**config.mk**
```make
export PLATFORM = sky130hd
export DESIGN_NAME = lsu_mem_master_flat
export DESIGN_NICKNAME = d
export VERILOG_FILES = /design/src/rtl/lsu_pkg.sv /design/src/rtl/lsu_mem_master_if.sv /design/src/rtl/lsu_align.sv /design/src/rtl/lsu_mem_master.sv /design/src/flat_wrapper.sv
export SDC_FILE = /design/constraint.sdc
export NUM_CORES = 1
export LEC_CHECK = 0
export CAP_MARGIN = 0
export CORE_ASPECT_RATIO = 0.8
export CORE_MARGIN = 5
export CORE_UTILIZATION = 45
export CTS_BUF_LIST = sky130_fd_sc_hd__clkbuf_2
export CTS_CLUSTER_DIAMETER = 60
export DETAILED_ROUTE_END_ITERATION = 6
export PLACE_DENSITY = 0.74
export RECOVER_POWER = 25
export SLEW_MARGIN = 20
export SYNTH_ARGS = -nofsm -noshare
export SYNTH_HDL_FRONTEND = slang
export SYNTH_SLANG_ARGS = --single-unit
```
**constraint.sdc**
```tcl
create_clock -name clk -period 4.45 [get_ports clk]
set_input_delay 0.445 -clock clk [delete_from_list [all_inputs] [get_ports clk]]
set_output_delay 0.445 -clock clk [all_outputs]
set_load 0.02 [all_outputs]
```
**src/rtl/lsu_pkg.sv**
```systemverilog
// Shared types and lane helpers for the load/store memory master.
// Sizes, FSM states and base byte-lane patterns live here.
package lsu_pkg;

  typedef enum logic [1:0] {
    SZ_BYTE = 2'd0,
    SZ_HALF = 2'd1,
    SZ_WORD = 2'd2
  } size_e;

  typedef enum logic [1:0] {
    IDLE,
    ACC0,
    ACC1,
    RESP
  } state_e;

  localparam logic [3:0] LANES_BYTE = 4'b0001;
  localparam logic [3:0] LANES_HALF = 4'b0011;
  localparam logic [3:0] LANES_WORD = 4'b1111;

  function automatic logic [3:0] base_lanes(
    input logic [1:0] size
  );
    logic [3:0] l;
    l = 4'b0000;
    unique case (1'b1)
      (size == SZ_BYTE): l = LANES_BYTE;
      (size == SZ_HALF): l = LANES_HALF;
      (size == SZ_WORD): l = LANES_WORD;
      default:           l = 4'b0000;
    endcase
    return l;
  endfunction

  function automatic logic [7:0] lanes8(
    input logic [1:0] size,
    input logic [1:0] off
  );
    return {4'b0000, base_lanes(size)} << off;
  endfunction

endpackage

```
**src/rtl/lsu_mem_master_if.sv**
```systemverilog
// Request/response handshake plus data-memory bus of the LSU.
// master = LSU side, slave = execute stage and memory side.
interface lsu_mem_master_if;

  logic        req_valid;
  logic        req_ready;
  logic        req_we;
  logic [1:0]  req_size;
  logic        req_unsigned;
  logic [31:0] req_addr;
  logic [31:0] req_wdata;

  logic        rsp_valid;
  logic [31:0] rsp_rdata;
  logic        rsp_err;

  logic        mem_cs;
  logic        mem_wr;
  logic [3:0]  mem_mask;
  logic [31:0] mem_addr;
  logic [31:0] mem_wdata;
  logic [31:0] mem_rdata;

  modport master (
    input  req_valid, req_we, req_size,
    input  req_unsigned, req_addr, req_wdata,
    input  mem_rdata,
    output req_ready,
    output rsp_valid, rsp_rdata, rsp_err,
    output mem_cs, mem_wr, mem_mask,
    output mem_addr, mem_wdata
  );

  modport slave (
    output req_valid, req_we, req_size,
    output req_unsigned, req_addr, req_wdata,
    output mem_rdata,
    input  req_ready,
    input  rsp_valid, rsp_rdata, rsp_err,
    input  mem_cs, mem_wr, mem_mask,
    input  mem_addr, mem_wdata
  );

endinterface

```
**src/rtl/lsu_align.sv**
```systemverilog
// Lane mask / store-data shifting and load-data alignment with extension.
// Purely combinational; i_rd carries {word1[23:0], word0}.
module lsu_align
  import lsu_pkg::*;
(
  input  logic [1:0]  i_off,
  input  logic [1:0]  i_size,
  input  logic        i_unsigned,
  input  logic [31:0] i_wdata,
  input  logic [55:0] i_rd,
  output logic [7:0]  o_mask8,
  output logic [63:0] o_wdata64,
  output logic        o_split,
  output logic [31:0] o_rdata
);

  logic [31:0] w_lo;

  assign o_mask8   = lanes8(i_size, i_off);
  assign o_split   = |o_mask8[7:4];
  assign o_wdata64 = {32'h0, i_wdata} << {i_off, 3'b000};

  // Only 3 bytes of the second word can ever reach the low 32 bits
  always_comb begin
    w_lo = i_rd[31:0];
    unique case (i_off)
      2'd0: w_lo = i_rd[31:0];
      2'd1: w_lo = i_rd[39:8];
      2'd2: w_lo = i_rd[47:16];
      2'd3: w_lo = i_rd[55:24];
      default: w_lo = i_rd[31:0];
    endcase
  end

  always_comb begin
    o_rdata = w_lo;
    unique case (1'b1)
      (i_size == SZ_BYTE):
        o_rdata = i_unsigned ? {24'h0, w_lo[7:0]}
                             : {{24{w_lo[7]}}, w_lo[7:0]};
      (i_size == SZ_HALF):
        o_rdata = i_unsigned ? {16'h0, w_lo[15:0]}
                             : {{16{w_lo[15]}}, w_lo[15:0]};
      default: o_rdata = w_lo;
    endcase
  end

endmodule

```
**src/rtl/lsu_mem_master.sv**
```systemverilog
// Load/store initiator: one request, one or two word accesses,
// one-cycle response. Bus outputs decode from state so reset idles them.
module lsu_mem_master
  import lsu_pkg::*;
#(
  parameter int DEPTH = 1024
) (
  input logic               clk,
  input logic               rst,
  lsu_mem_master_if.master  bus
);

  localparam logic [30:0] W_DEPTH = 31'(DEPTH);

  state_e      r_state;
  state_e      w_next;
  logic        r_we;
  logic        r_uns;
  logic [1:0]  r_size;
  logic [1:0]  r_off;
  logic [29:0] r_w;
  logic [31:0] r_wdata;
  logic [31:0] r_word0;
  logic [31:0] r_rdata;
  logic        r_err;

  logic [29:0] w_req_w;
  logic [7:0]  w_req_mask8;
  logic        w_req_bad;
  logic [7:0]  w_mask8;
  logic [63:0] w_wdata64;
  logic        w_split;
  logic [31:0] w_rdata;
  logic [31:0] w_w0;
  logic [23:0] w_w1;
  logic        w_done;

  assign w_req_w     = bus.req_addr[31:2];
  assign w_req_mask8 = lanes8(bus.req_size,
                              bus.req_addr[1:0]);
  // Reject before any access so a split store never half-commits
  assign w_req_bad =
    (bus.req_size == 2'd3) ||
    ({1'b0, w_req_w} >= W_DEPTH) ||
    ((|w_req_mask8[7:4]) &&
     (({1'b0, w_req_w} + 31'd1) >= W_DEPTH));

  assign w_w0 = (r_state == ACC0) ? bus.mem_rdata
                                  : r_word0;
  assign w_w1 = (r_state == ACC1) ? bus.mem_rdata[23:0]
                                  : 24'h0;
  assign w_done = ((r_state == ACC0) && !w_split) ||
                  (r_state == ACC1);

  lsu_align u_align (
    .i_off      (r_off),
    .i_size     (r_size),
    .i_unsigned (r_uns),
    .i_wdata    (r_wdata),
    .i_rd       ({w_w1, w_w0}),
    .o_mask8    (w_mask8),
    .o_wdata64  (w_wdata64),
    .o_split    (w_split),
    .o_rdata    (w_rdata)
  );

  always_ff @(posedge clk or posedge rst) begin
    if (rst) r_state <= IDLE;
    else     r_state <= w_next;
  end

  always_comb begin
    w_next        = r_state;
    bus.req_ready = 1'b0;
    bus.rsp_valid = 1'b0;
    bus.mem_cs    = 1'b1;
    bus.mem_wr    = 1'b1;
    bus.mem_mask  = 4'h0;
    bus.mem_addr  = 32'h0;
    bus.mem_wdata = 32'h0;
    unique case (r_state)
      IDLE: begin
        bus.req_ready = 1'b1;
        if (bus.req_valid)
          w_next = w_req_bad ? RESP : ACC0;
      end
      ACC0: begin
        bus.mem_cs    = 1'b0;
        bus.mem_wr    = ~r_we;
        bus.mem_mask  = w_mask8[3:0];
        bus.mem_addr  = {2'b00, r_w};
        bus.mem_wdata = r_we ? w_wdata64[31:0]
                             : 32'h0;
        w_next = w_split ? ACC1 : RESP;
      end
      ACC1: begin
        bus.mem_cs    = 1'b0;
        bus.mem_wr    = ~r_we;
        bus.mem_mask  = w_mask8[7:4];
        bus.mem_addr  = {2'b00, r_w + 30'd1};
        bus.mem_wdata = r_we ? w_wdata64[63:32]
                             : 32'h0;
        w_next = RESP;
      end
      RESP: begin
        bus.rsp_valid = 1'b1;
        w_next        = IDLE;
      end
      default: w_next = IDLE;
    endcase
  end

  always_ff @(posedge clk or posedge rst) begin
    if (rst) begin
      r_we    <= 1'b0;
      r_uns   <= 1'b0;
      r_size  <= 2'd0;
      r_off   <= 2'd0;
      r_w     <= '0;
      r_wdata <= '0;
      r_word0 <= '0;
      r_rdata <= '0;
      r_err   <= 1'b0;
    end else begin
      if ((r_state == IDLE) && bus.req_valid) begin
        r_we    <= bus.req_we;
        r_uns   <= bus.req_unsigned;
        r_size  <= bus.req_size;
        r_off   <= bus.req_addr[1:0];
        r_w     <= w_req_w;
        r_wdata <= bus.req_wdata;
        if (w_req_bad) begin
          r_err   <= 1'b1;
          r_rdata <= '0;
        end
      end
      if (r_state == ACC0)
        r_word0 <= bus.mem_rdata;
      if (w_done) begin
        r_err   <= 1'b0;
        r_rdata <= r_we ? 32'h0 : w_rdata;
      end
    end
  end

  assign bus.rsp_rdata = r_rdata;
  assign bus.rsp_err   = r_err;

endmodule
```
**src/flat_wrapper.sv**
```systemverilog
// flat-port wrapper written by rule: the top's interface ports become plain ports
module lsu_mem_master_flat import lsu_pkg::*;
#(
  parameter int DEPTH = 1024
)
  (clk, rst, bus_req_valid, bus_req_we, bus_req_size, bus_req_unsigned, bus_req_addr, bus_req_wdata, bus_mem_rdata, bus_req_ready, bus_rsp_valid, bus_rsp_rdata, bus_rsp_err, bus_mem_cs, bus_mem_wr, bus_mem_mask, bus_mem_addr, bus_mem_wdata);
  lsu_mem_master_if bus_i ();
  input logic clk;
  input logic rst;
  input wire logic [$bits(bus_i.req_valid)-1:0] bus_req_valid;
  input wire logic [$bits(bus_i.req_we)-1:0] bus_req_we;
  input wire logic [$bits(bus_i.req_size)-1:0] bus_req_size;
  input wire logic [$bits(bus_i.req_unsigned)-1:0] bus_req_unsigned;
  input wire logic [$bits(bus_i.req_addr)-1:0] bus_req_addr;
  input wire logic [$bits(bus_i.req_wdata)-1:0] bus_req_wdata;
  input wire logic [$bits(bus_i.mem_rdata)-1:0] bus_mem_rdata;
  output wire logic [$bits(bus_i.req_ready)-1:0] bus_req_ready;
  output wire logic [$bits(bus_i.rsp_valid)-1:0] bus_rsp_valid;
  output wire logic [$bits(bus_i.rsp_rdata)-1:0] bus_rsp_rdata;
  output wire logic [$bits(bus_i.rsp_err)-1:0] bus_rsp_err;
  output wire logic [$bits(bus_i.mem_cs)-1:0] bus_mem_cs;
  output wire logic [$bits(bus_i.mem_wr)-1:0] bus_mem_wr;
  output wire logic [$bits(bus_i.mem_mask)-1:0] bus_mem_mask;
  output wire logic [$bits(bus_i.mem_addr)-1:0] bus_mem_addr;
  output wire logic [$bits(bus_i.mem_wdata)-1:0] bus_mem_wdata;
  assign bus_i.req_valid = bus_req_valid;
  assign bus_i.req_we = bus_req_we;
  assign bus_i.req_size = bus_req_size;
  assign bus_i.req_unsigned = bus_req_unsigned;
  assign bus_i.req_addr = bus_req_addr;
  assign bus_i.req_wdata = bus_req_wdata;
  assign bus_i.mem_rdata = bus_mem_rdata;
  assign bus_req_ready = bus_i.req_ready;
  assign bus_rsp_valid = bus_i.rsp_valid;
  assign bus_rsp_rdata = bus_i.rsp_rdata;
  assign bus_rsp_err = bus_i.rsp_err;
  assign bus_mem_cs = bus_i.mem_cs;
  assign bus_mem_wr = bus_i.mem_wr;
  assign bus_mem_mask = bus_i.mem_mask;
  assign bus_mem_addr = bus_i.mem_addr;
  assign bus_mem_wdata = bus_i.mem_wdata;
  lsu_mem_master #(.DEPTH(DEPTH)) u_core (.clk(clk), .rst(rst), .bus(bus_i));
endmodule
```
==> qor.txt <==
Status -> finished, violations left
Failing checks -> capacitance limit, slew limit
CTS Buffer Depth -> 2
Mapped Area -> 8305 µm²
Max Cap Viol -> 1
Post-DP Area -> 10470 µm²
Crit path kind -> reg2out
Synth async-reset ratio -> 100.0%
Drc violations -> 0
I/O pin count -> 208
Cts hold-fix bufs -> 0
Syn Inst Count -> 817
Die H -> 131.5 µm
Final setup vio count -> 0
RSZ-0062 raised after global routing -> false
CP endpoint kind -> output port
Worst R2R Path Depth -> 8
Seq/Total Area, Yosys -> 40.67%
TritonCTS sink count -> 135
Worst-case vdd ir drop -> 372.8 µV
Critical R2R Capture -> u_core.bus.rsp_rdata[23]
Initial antenna violation count -> 1
Layout area overhead -> 29.05%
Count of input and output buffers -> 205
GP Congestion -> 0.9542
Mean Syn Cell Area -> 10.17 µm²
Critical path arrival -> 3610 ps
CTS tree -> yes
Yosys reg bits -> 135
Fmax -> 246.9 MHz
Slew HR -> -51.99%
Tot GR Track Use -> 23.89%
Detailed Route WL -> 25890 µm
Worst-margin pin slew -> 2275 ps
Share of cells above drive strength 1 -> 17.68%
Cell-internal power -> 4.446 mW
# fillers -> 1584
Synth warn -> 0
First-pass GRT wire length -> 40790 µm
Number of enable flip-flop cells after synthesis -> 0
Net switching power -> 3.852 mW
Sequential power share -> 29.7%
Remaining global-route overflow -> 0
DR WL/cell -> 21.01 µm
Worst Path Max Fanout -> 17
Worst hold endpoint -> u_core.r_w[20]
Setup Skew -> 49.71 ps
H-tree Lvls -> 4
Num CTS Buffers -> 17
Critical R2R Launch -> u_core.r_state[1]
Top cell type by total area after synthesis -> dfrtp_1
DPL Wire Length -> 18630 µm
Tcrit/Tclk final -> 91.03%
Ys flop type -> dfrtp_1
Worst hold path cell count -> 2
Die Span X -> 161.9 µm
Most frequent cell after synthesis -> dfrtp_1
Pleak -> 4.326 nW
Drt pass-1 iters -> 5
Antenna Violating Nets Remaining -> 0
Pin count of the biggest net entering global routing -> 103
Die area -> 21290 µm²
Max-slew violation count -> 103
Vias in the first global route -> 7167
Cell area power density -> 774.3 nW/µm²
Final Hold Viols -> 0
Final Net Count -> 1103
Clk Latency, worst-skew pair -> 730 ps
Final instance area -> 10720 µm²
Root buf cell -> clkbuf_2
Initial core utilization -> 45.72%
HP Class -> in2reg
Rows -> 44
DR vias -> 7381
Top cell type's share of synthesized area -> 40.67%
Netlist cell types -> 59
Worst reg-to-reg setup slack -> 1360 ps
Hold path startpoint -> bus_req_addr[22]
Synth cell count leaders -> 135 x dfrtp_1, 98 x mux2_2, 61 x nor2_1, 57 x nand2_1, 57 x o21ai_0
Setup TNS -> 0 ps
Clock Pin Slew Worst Setup and Hold Paths -> 250 ps
Combinational fraction of design power -> 60.8%
Largest cells by area after synthesis -> dfrtp_1 41%, mux2_2 13%, mux2i_1 6.1%
Startpoint class of the critical path -> flop
CP required -> 4010 ps
Min cycle time layout -> 4051 ps
Postcts setup bufs -> 0
Clock power share -> 9.5%
Initial DRC count -> 702
Switch share -> 46.42%
Core footprint -> 18170 µm²
Resize count post-CTS -> 0
Vias/cell -> 5.991
-- per-layer routing --
| metal | GRT usage [%] | part of all wire [%] |
|---|---|---|
| met4 | 5.543 | 1.7 |
| met5 | 0 | 0 |
| met2 | 33.88 | 43 |
| met1 | 35.08 | 46 |
| met3 | 8.453 | 9.7 |
-- kinds of logic after synthesis --
group,after synthesis,share of synthesized area [%]
compound gates,206,17.67
xor+xnor,3,0.3164
fa+ha+maj,11,1.657
buf+inv,97,5.062
flops,135,40.67
mux,163,23.23
other cells,1,0.04515
simple gates,201,11.34
-- worst max path at each step --
stage | startpoint | end | slack, ps | cells past startpoint
floorplan | rst | u_core.bus.rsp_err | 390 | 1
global placement | u_core.r_off[1] | bus_mem_mask[2] | 1280 | 6
detailed placement | u_core.r_state[1] | bus_mem_wdata[28] | 1200 | 6
CTS | u_core.r_state[1] | bus_mem_wdata[28] | 380 | 6
global route | u_core.r_state[1] | bus_mem_wdata[28] | 130 | 6
finish | u_core.r_state[1] | bus_mem_wdata[28] | 400 | 6
-- through the flow --
stage	total power, mW	cells	util, %	hold WS [ps]	setup slack [ps]
after global placement	7.397	1200	57.62	476.8	1278
after global routing	8.851	1232	58.99	230.2	126.6
after floorplan	5.773	818	-	460.9	393.9
after detailed placement	7.465	1200	57.62	483.4	1199
final	8.298	1232	58.99	331.5	399.1
after CTS	8.276	1231	58.99	275.2	383.5
-- flip-flops by register name, indices dropped and copies added, names as in the netlist --
| signal | flops |
|---|---|
| u_core.bus.rsp_rdata | 32 |
| u_core.r_wdata | 32 |
| u_core.r_word0 | 32 |
| u_core.r_w | 30 |
| u_core.r_off | 2 |
| u_core.r_size | 2 |
| u_core.r_state | 2 |
| u_core.bus.rsp_err | 1 |
| u_core.r_uns | 1 |
| u_core.r_we | 1 |
-- power groups by stage --
| stage | Combinational (mW) | Sequential (mW) | Clock, mW |
|---|---|---|---|
| finish | 5.05 | 2.46 | 0.789 |
| CTS | 5.02 | 2.45 | 0.810 |
| floorplan | 3.52 | 2.26 | 0 |
| detailed placement | 4.99 | 2.47 | 0 |
| global route | 5.43 | 2.55 | 0.870 |
| global placement | 4.94 | 2.46 | 0 |
-- cell type report --
type                    count  area (µm²)  area share (%)
diodes                      1       2.502         0.02335
inverters                  30       116.4           1.086
multi-input cells         586        4523           42.20
clock buffers              18       90.09          0.8405
repair buffers            219        2157           20.13
clock inverters            13       157.7           1.471
well taps                 230       287.8           2.685
flip-flops and latches    135        3383           31.57
-- cells in the final DEF (no fill, tap or decap), types with 4 or more instances in the layout --
cell type	instances
clkinv_4	4
a22oi_1	16
o21ai_0	57
o221ai_1	7
nand2_1	56
nor2_1	61
mux4_2	14
inv_1	28
nand4_1	9
nor4_1	7
a22o_1	8
nor3_1	8
o211ai_1	8
o31ai_1	5
o2bb2ai_1	9
clkdlybuf4s50_1	204
nand3_1	21
clkinv_2	5
a21oi_1	19
and3_1	11
mux2_2	98
dfrtp_1	133
a31oi_1	19
buf_4	14
a211oi_1	10
ha_1	10
a32o_1	16
clkbuf_2	18
a21o_1	5
mux2i_1	51
o21ba_2	7
and2_1	11
o22a_1	6
-- worst max-delay path: stages (launching register included) --
cell	delay, ps
dfrtp_1	440
inv_1	100
ha_2	410
and2_1	570
nand2_1	400
nor3_1	340
clkdlybuf4s50_1	660
Note: power is estimated with default switching activity, not from simulation.
